--- src/rtl/multicycle_core_pkg.sv ---
// Shared constants for the multi-cycle RV32I-subset core: opcodes, funct3 codes, FSM states.
package multicycle_core_pkg;

  localparam logic [6:0] OP_RTYPE  = 7'b0110011;
  localparam logic [6:0] OP_ITYPE  = 7'b0010011;
  localparam logic [6:0] OP_JAL    = 7'b1101111;
  localparam logic [6:0] OP_BRANCH = 7'b1100011;

  localparam logic [2:0] F3_ADD  = 3'b000;
  localparam logic [2:0] F3_SLL  = 3'b001;
  localparam logic [2:0] F3_SLT  = 3'b010;
  localparam logic [2:0] F3_SLTU = 3'b011;
  localparam logic [2:0] F3_XOR  = 3'b100;
  localparam logic [2:0] F3_SR   = 3'b101;
  localparam logic [2:0] F3_OR   = 3'b110;
  localparam logic [2:0] F3_AND  = 3'b111;

  localparam logic [2:0] F3_BEQ  = 3'b000;
  localparam logic [2:0] F3_BNE  = 3'b001;
  localparam logic [2:0] F3_BLT  = 3'b100;
  localparam logic [2:0] F3_BGE  = 3'b101;
  localparam logic [2:0] F3_BLTU = 3'b110;
  localparam logic [2:0] F3_BGEU = 3'b111;

  typedef enum logic [2:0] {
    S_FETCH     = 3'd0,
    S_WAIT      = 3'd1,
    S_DECODE    = 3'd2,
    S_EXECUTE   = 3'd3,
    S_WRITEBACK = 3'd4
  } state_e;

endpackage

--- src/rtl/multicycle_core_regfile.sv ---
// Register file: NREGS x XLEN, two asynchronous read ports, one synchronous write port, x0 hardwired to zero.
module core_regfile #(
  parameter int unsigned XLEN  = 32,
  parameter int unsigned NREGS = 32
) (
  input  logic                     clk,
  input  logic                     rst_n,
  input  logic [$clog2(NREGS)-1:0] raddr1_i,
  input  logic [$clog2(NREGS)-1:0] raddr2_i,
  output logic [XLEN-1:0]          rdata1_o,
  output logic [XLEN-1:0]          rdata2_o,
  input  logic                     we_i,
  input  logic [$clog2(NREGS)-1:0] waddr_i,
  input  logic [XLEN-1:0]          wdata_i
);

  logic [XLEN-1:0] regs_q [NREGS];

  // Clear all registers on reset; discard writes aimed at x0.
  always_ff @(posedge clk or negedge rst_n) begin
    if (!rst_n) begin
      for (int unsigned i = 0; i < NREGS; i++) regs_q[i] <= '0;
    end else if (we_i && (waddr_i != '0)) begin
      regs_q[waddr_i] <= wdata_i;
    end
  end

  assign rdata1_o = (raddr1_i == '0) ? '0 : regs_q[raddr1_i];
  assign rdata2_o = (raddr2_i == '0) ? '0 : regs_q[raddr2_i];

endmodule

--- src/rtl/multicycle_core.sv ---
// Multi-cycle RV32I-subset core: FETCH/WAIT/DECODE/EXECUTE/WRITEBACK with a valid/ready fetch port.
module multicycle_core
  import multicycle_core_pkg::*;
#(
  parameter int unsigned     XLEN     = 32,
  parameter int unsigned     NREGS    = 32,
  parameter logic [XLEN-1:0] PC_LIMIT = 32'h100,
  parameter logic [XLEN-1:0] RESET_PC = 32'h0
) (
  input  logic            clk,
  input  logic            rst_n,
  output logic            imem_req,
  output logic [XLEN-1:0] imem_addr,
  input  logic            imem_valid,
  input  logic [31:0]     imem_rdata,
  output logic [XLEN-1:0] result,
  output logic            retire,
  output logic            illegal
);

  localparam int unsigned     AW         = $clog2(NREGS);
  localparam logic [XLEN-1:0] ALIGN_MASK = {{(XLEN-2){1'b1}}, 2'b00};

  state_e          state_q, state_d;
  logic [XLEN-1:0] pc_q, pc_d, a_q, a_d, b_q, b_d, imm_q, imm_d;
  logic [XLEN-1:0] alu_q, alu_d, npc_q, npc_d, result_q, result_d;
  logic [31:0]     ir_q, ir_d;
  logic            req_q, req_d, wen_q, wen_d, upd_q, upd_d, bad_q, bad_d;
  logic            retire_q, retire_d, illegal_q, illegal_d;
  logic            take;

  logic [XLEN-1:0] rdata1, rdata2, op2, sra_val;
  logic [6:0]      opcode;
  logic [2:0]      f3;
  logic [4:0]      shamt;

  assign opcode  = ir_q[6:0];
  assign f3      = ir_q[14:12];
  assign op2     = (opcode == OP_RTYPE) ? b_q : imm_q;
  assign shamt   = op2[4:0];
  // Kept as its own signal so the arithmetic shift is evaluated in signed context.
  assign sra_val = $signed(a_q) >>> shamt;

  core_regfile #(.XLEN(XLEN), .NREGS(NREGS)) u_rf (
    .clk      (clk),
    .rst_n    (rst_n),
    .raddr1_i (ir_q[15 +: AW]),
    .raddr2_i (ir_q[20 +: AW]),
    .rdata1_o (rdata1),
    .rdata2_o (rdata2),
    .we_i     ((state_q == S_WRITEBACK) && wen_q),
    .waddr_i  (ir_q[7 +: AW]),
    .wdata_i  (alu_q)
  );

  // State and datapath registers; reset abandons any instruction in flight.
  always_ff @(posedge clk or negedge rst_n) begin
    if (!rst_n) begin
      state_q   <= S_FETCH;
      pc_q      <= RESET_PC;
      ir_q      <= '0;
      a_q       <= '0;
      b_q       <= '0;
      imm_q     <= '0;
      alu_q     <= '0;
      npc_q     <= '0;
      result_q  <= '0;
      req_q     <= 1'b0;
      wen_q     <= 1'b0;
      upd_q     <= 1'b0;
      bad_q     <= 1'b0;
      retire_q  <= 1'b0;
      illegal_q <= 1'b0;
    end else begin
      state_q   <= state_d;
      pc_q      <= pc_d;
      ir_q      <= ir_d;
      a_q       <= a_d;
      b_q       <= b_d;
      imm_q     <= imm_d;
      alu_q     <= alu_d;
      npc_q     <= npc_d;
      result_q  <= result_d;
      req_q     <= req_d;
      wen_q     <= wen_d;
      upd_q     <= upd_d;
      bad_q     <= bad_d;
      retire_q  <= retire_d;
      illegal_q <= illegal_d;
    end
  end

  // Next-state, decode, ALU/branch evaluation and write-back control.
  always_comb begin
    state_d   = state_q;
    pc_d      = pc_q;
    ir_d      = ir_q;
    a_d       = a_q;
    b_d       = b_q;
    imm_d     = imm_q;
    alu_d     = alu_q;
    npc_d     = npc_q;
    result_d  = result_q;
    req_d     = req_q;
    wen_d     = wen_q;
    upd_d     = upd_q;
    bad_d     = bad_q;
    retire_d  = 1'b0;
    illegal_d = 1'b0;
    take      = 1'b0;
    case (state_q)
      // imem_req is registered, so it is high for the whole WAIT phase and clears on reset.
      S_FETCH: begin
        req_d   = 1'b1;
        state_d = S_WAIT;
      end
      S_WAIT: begin
        if (imem_valid) begin
          ir_d    = imem_rdata;
          req_d   = 1'b0;
          state_d = S_DECODE;
        end
      end
      S_DECODE: begin
        a_d = rdata1;
        b_d = rdata2;
        case (opcode)
          OP_BRANCH: imm_d = {{(XLEN-13){ir_q[31]}}, ir_q[31], ir_q[7], ir_q[30:25], ir_q[11:8], 1'b0};
          OP_JAL:    imm_d = {{(XLEN-21){ir_q[31]}}, ir_q[31], ir_q[19:12], ir_q[20], ir_q[30:21], 1'b0};
          default:   imm_d = {{(XLEN-12){ir_q[31]}}, ir_q[31:20]};
        endcase
        state_d = S_EXECUTE;
      end
      S_EXECUTE: begin
        npc_d   = (pc_q + XLEN'(4)) & ALIGN_MASK;
        wen_d   = 1'b0;
        upd_d   = 1'b0;
        bad_d   = 1'b0;
        state_d = S_WRITEBACK;
        case (opcode)
          OP_RTYPE, OP_ITYPE: begin
            wen_d = 1'b1;
            upd_d = 1'b1;
            case (f3)
              F3_ADD:  alu_d = ((opcode == OP_RTYPE) && ir_q[30]) ? (a_q - op2) : (a_q + op2);
              F3_SLL:  alu_d = a_q << shamt;
              F3_SLT:  alu_d = XLEN'($signed(a_q) < $signed(op2));
              F3_SLTU: alu_d = XLEN'(a_q < op2);
              F3_XOR:  alu_d = a_q ^ op2;
              F3_SR:   alu_d = ir_q[30] ? sra_val : (a_q >> shamt);
              F3_OR:   alu_d = a_q | op2;
              default: alu_d = a_q & op2;
            endcase
          end
          OP_JAL: begin
            wen_d = 1'b1;
            upd_d = 1'b1;
            alu_d = pc_q + XLEN'(4);
            npc_d = (pc_q + imm_q) & ALIGN_MASK;
          end
          OP_BRANCH: begin
            case (f3)
              F3_BEQ:  take = (a_q == b_q);
              F3_BNE:  take = (a_q != b_q);
              F3_BLT:  take = ($signed(a_q) < $signed(b_q));
              F3_BGE:  take = ($signed(a_q) >= $signed(b_q));
              F3_BLTU: take = (a_q < b_q);
              F3_BGEU: take = (a_q >= b_q);
              default: bad_d = 1'b1;
            endcase
            if (take) npc_d = (pc_q + imm_q) & ALIGN_MASK;
          end
          default: bad_d = 1'b1;
        endcase
      end
      S_WRITEBACK: begin
        pc_d      = (npc_q >= PC_LIMIT) ? RESET_PC : npc_q;
        if (upd_q) result_d = alu_q;
        retire_d  = 1'b1;
        illegal_d = bad_q;
        state_d   = S_FETCH;
      end
      default: state_d = S_FETCH;
    endcase
  end

  assign imem_req  = req_q;
  assign imem_addr = pc_q;
  assign result    = result_q;
  assign retire    = retire_q;
  assign illegal   = illegal_q;

endmodule
--- config.mk ---
export PLATFORM = sky130hd
export DESIGN_NAME = multicycle_core
export DESIGN_NICKNAME = d
export VERILOG_FILES = /design/src/rtl/multicycle_core_pkg.sv /design/src/rtl/multicycle_core_regfile.sv /design/src/rtl/multicycle_core.sv
export SDC_FILE = /design/constraint.sdc
export NUM_CORES = 2
export LEC_CHECK = 0
export BUFFER_PORTS_ARGS = -buffer_cell sky130_fd_sc_hd__buf_4
export CORE_AREA = 2 2 336 421
export CTS_CLUSTER_DIAMETER = 200
export DETAILED_ROUTE_END_ITERATION = 8
export DIE_AREA = 0 0 338 423
export GPL_TIMING_DRIVEN = 0
export PLACE_DENSITY = 0.71
export SKIP_LAST_GASP = 1
export SLEW_MARGIN = 25
export SYNTH_ARGS = -nofsm -noshare
export SYNTH_HDL_FRONTEND = slang
export SYNTH_HIERARCHICAL = 1
export SYNTH_SLANG_ARGS = --single-unit
--- constraint.sdc ---
create_clock -name clk -period 6.15 [get_ports clk]
set_clock_uncertainty 0.2 [all_clocks]
set_input_delay 0 -clock clk [delete_from_list [all_inputs] [get_ports clk]]
set_output_delay 0 -clock clk [all_outputs]
set_load 0.005 [all_outputs]
==> impl_metrics.tcl <==
set metrics [dict create \
    max_stage_delay_ns 0.75 \
    final_cell_mix "dfrtp_1 (1271), mux2_2 (1077), mux4_2 (460), clkbuf_1 (341), o21ai_0 (337)" \
    synth_top_area_share_pct 41.9 \
    layout_commonest_cell "dfrtp_1" \
    placed_cells 8293 \
    vias 62831 \
    drtPass1Iterations 7 \
    worstSetupStartpointType "flip-flop" \
    register_area_um2 31900 \
    antenna_left 0 \
    peakVddDrop_v 0.000383 \
    tns_ns 0 \
    maxCapViolCount 0 \
    cts_tree "done" \
    critPathKind "reg -> reg" \
    cts_inserted_buffers 135 \
    dp_slack_ns -1.47 \
    clk_pin_slew_ns 0.06 \
    hp-class "in -> async" \
    arrival_ns 6.59 \
    grt_pass1_vias 62559 \
    clock_sinks 1273 \
    ys_ff_latch 1273 \
    avgRoutedWirePerCell_um 39.9 \
    worstPathRequired_ns 6.61 \
    grt_pass1_wl_um 477000 \
    setup_viol 0 \
    synth_largest_area_cell "dfrtp_1" \
    antenna_found_initial 22 \
    fillerInstances 11124 \
    netlist_area_um2 76000 \
    worst_pin_slew_ns 1.26 \
    dieArea_um2 143000 \
    async_reset_ff_share_pct 100 \
    synthTopCellsByArea "dfrtp_1 (42%), mux2_2 (16%), mux4_2 (14%), ha_1 (2.5%), mux2i_1 (2.5%)" \
    power.leakage_nw 38.8 \
    critPathMaxFanout 11 \
    core-area_um2 139000 \
    clk_latency_ns 0.82 \
    path_cells "nor4b_4 -> buf_4 -> nand3_1 -> and2_2 -> inv_2 -> clkbuf_4 -> clkbuf_4 -> ha_1 -> and3_1 -> a21boi_2 -> o2111ai_1 -> nor3b_4 -> a211oi_2 -> a22oi_2 -> o21ai_0 -> o22ai_1 -> xnor2_2 -> a2111oi_4 -> nor2_1" \
    drv_slew 0 \
    crit_slowest_cell "a2111oi_4" \
    dp_hpwl_um 259000 \
    final_net_count 6829 \
    grt-ovfl-total 0 \
    core.rowCount 153 \
    setup_ws_ns 0.0217 \
    crit_family "compound AO/OA/AOI/OAI gates" \
    finalCriticalPeriod_ns 6.13 \
    setup.worst_path.end_class "flip-flop" \
    ioPinCount 102 \
    wirelength_um 344000 \
    synthesis.area_per_instance_um2 12.0 \
    die_w_um 338 \
    syn_to_final_growth_pct 11.9 \
    finalHoldViolations 0 \
    ys.flop_type "dfrtp_1" \
    globalRouteTotalUtil_pct 48.1 \
    synth.distinct_cells 85 \
    cpMostUsedCell "clkbuf_4" \
    port-buffer-count 99 \
    route.detailed.drc 0 \
    fmax_mhz 163 \
    clockBufferDepth 3 \
    drive_above_1_share_pct 32.7 \
    fin_crit_sh_pct 99.6 \
    power_density_nw_per_um2 471 \
    seq_area_frac_synth_pct 41.9 \
    cts_max_level 4 \
    status "finished, final reports clean" \
    fp.dieH_um 423 \
    root_buffer "clkbuf_16" \
    gp_congestion 1.07 \
    drtIter0Drc 7822 \
    viasPerCell 7.29 \
    final_cells 8614 \
    power.total_mw 40.0 \
    multi_input_area_um2 41100 \
    syn_inst 6314 \
    start_util_pct 54.7 \
    rsz0062_at_grt "yes" \
    grt_max_degree 144 \
    synth_edf_count 0 \
    yosys_warnings 6 \
    critical_path_buf_inv_count 4 \
    slew_headroom_pct 15.7 \
]
## worst register-to-register path, cell delays in order (launching register included)
cell	delay, ns
dfrtp_2	0.46
nor4b_4	0.35
buf_4	0.31
nand3_1	0.23
and2_2	0.29
inv_2	0.18
clkbuf_4	0.32
clkbuf_4	0.34
ha_1	0.35
and3_1	0.21
a21boi_2	0.18
o2111ai_1	0.23
nor3b_4	0.36
a211oi_2	0.17
a22oi_2	0.31
o21ai_0	0.14
o22ai_1	0.28
xnor2_2	0.23
a2111oi_4	0.75
nor2_1	0.09
## through the flow
step	cell area (µm²)	hold WS (ns)	utilization [%]
after floorplan	76000	-0.496	-
after global placement	79000	0.00930	56.9
after detailed placement	79500	-0.405	57.3
after CTS	84900	0.109	61.2
after global routing	85000	0.155	61.2
final	85000	0.135	61.2
## cell families after synthesis
family / synth area share (%)
and+or+nand+nor: 5.99
DFF: 41.9
AOI/OAI and AO/OA: 11.2
muxes: 33.0
adders and majority gates: 2.57
buffers and inverters: 4.23
other: 0.00494
xor gates and xnor gates: 1.12
## area by class of cell
cell class / instances / area share [%]
Clock buffer: 190 / 4.61
Buffer: 601 / 3.21
Antenna cell: 10 / 0.0294
Clock inverter: 52 / 0.736
Tap cell: 1860 / 2.74
Sequential cell: 1273 / 37.5
Timing Repair Buffer: 195 / 2.24
Multi-Input combinational cell: 4297 / 48.3
Inverter: 136 / 0.605
## flip-flops by register name, indices dropped and copies added, names as in the netlist
register     count
u_rf/regs_q   1024
a_q             32
alu_q           32
b_q             32
ir_q            32
result          32
imem_addr       30
npc_q           30
imm_q           21
state_q          3
bad_q            1
illegal          1
imem_req         1
retire           1
upd_q            1
## cells in the mapped netlist, drive strengths merged, types with 41 or more instances
master  count
a211oi    105
nor3       57
nor2b      82
a311oi     76
mux2i     191
buf       258
a21o       59
nand2     334
dfrtp    1273
a22oi      83
mux2     1133
a21oi     246
o21ai     362
nand3      88
mux4      460
o211ai     50
xnor2      66
and2       41
nor2      220
a31oi      49
clkbuf    351
a221oi     61
inv       131
ha        153
## metal layers
| layer | vias up | wire length, µm | track usage (%) | part of all wire [%] |
|---|---|---|---|---|
| met5 | - | 153 | 0.275 | 0.044 |
| met4 | 20 | 39000 | 43.3 | 11 |
| met3 | 1646 | 37400 | 15.0 | 11 |
| met2 | 4575 | 153000 | 72.5 | 44 |
| met1 | 32046 | 115000 | 54.6 | 33 |
| li1 | 24544 | - | - | - |
## path summary, 6_finish.rpt
| kind | start | end | slack [ns] | depth (start not counted) |
|---|---|---|---|---|
| setup / recovery | ir_q[3]$_DFFE_PN0P_ | alu_q[29]$_DFFE_PN0P_ | 0.02 | 19 |
| hold / removal | rst_n | imem_addr[17]$_DFFE_PN0P_ | 0.14 | 3 |
| setup reg to reg | ir_q[3]$_DFFE_PN0P_ | alu_q[29]$_DFFE_PN0P_ | 0.02 | 19 |
| hold reg to reg | u_rf/regs_q[998]$_DFFE_PN0P_ | u_rf/regs_q[998]$_DFFE_PN0P_ | 0.28 | 1 |
| max in group asynchronous | rst_n | u_rf/regs_q[907]$_DFFE_PN0P_ | 1.61 | 9 |
| min in group clk | u_rf/regs_q[998]$_DFFE_PN0P_ | u_rf/regs_q[998]$_DFFE_PN0P_ | 0.28 | 1 |
## report_power, final
part           switching (mW)  total, mW  internal [mW]
registers                1.58       10.4           8.82
logic                    15.3       21.1           5.83
clock network            3.71       8.50           4.79
## timing repair
item | in CTS | in global routing
pin swaps | 3 | 2
resized for setup | 35 | 15
endpoints found under the hold margin | 283 | 0
hold buffers | 74 | 0
setup buffers | 3 | 0
endpoints found under the setup margin | 23 | 7
No activity file was read; power rests on OpenSTA's default activity.
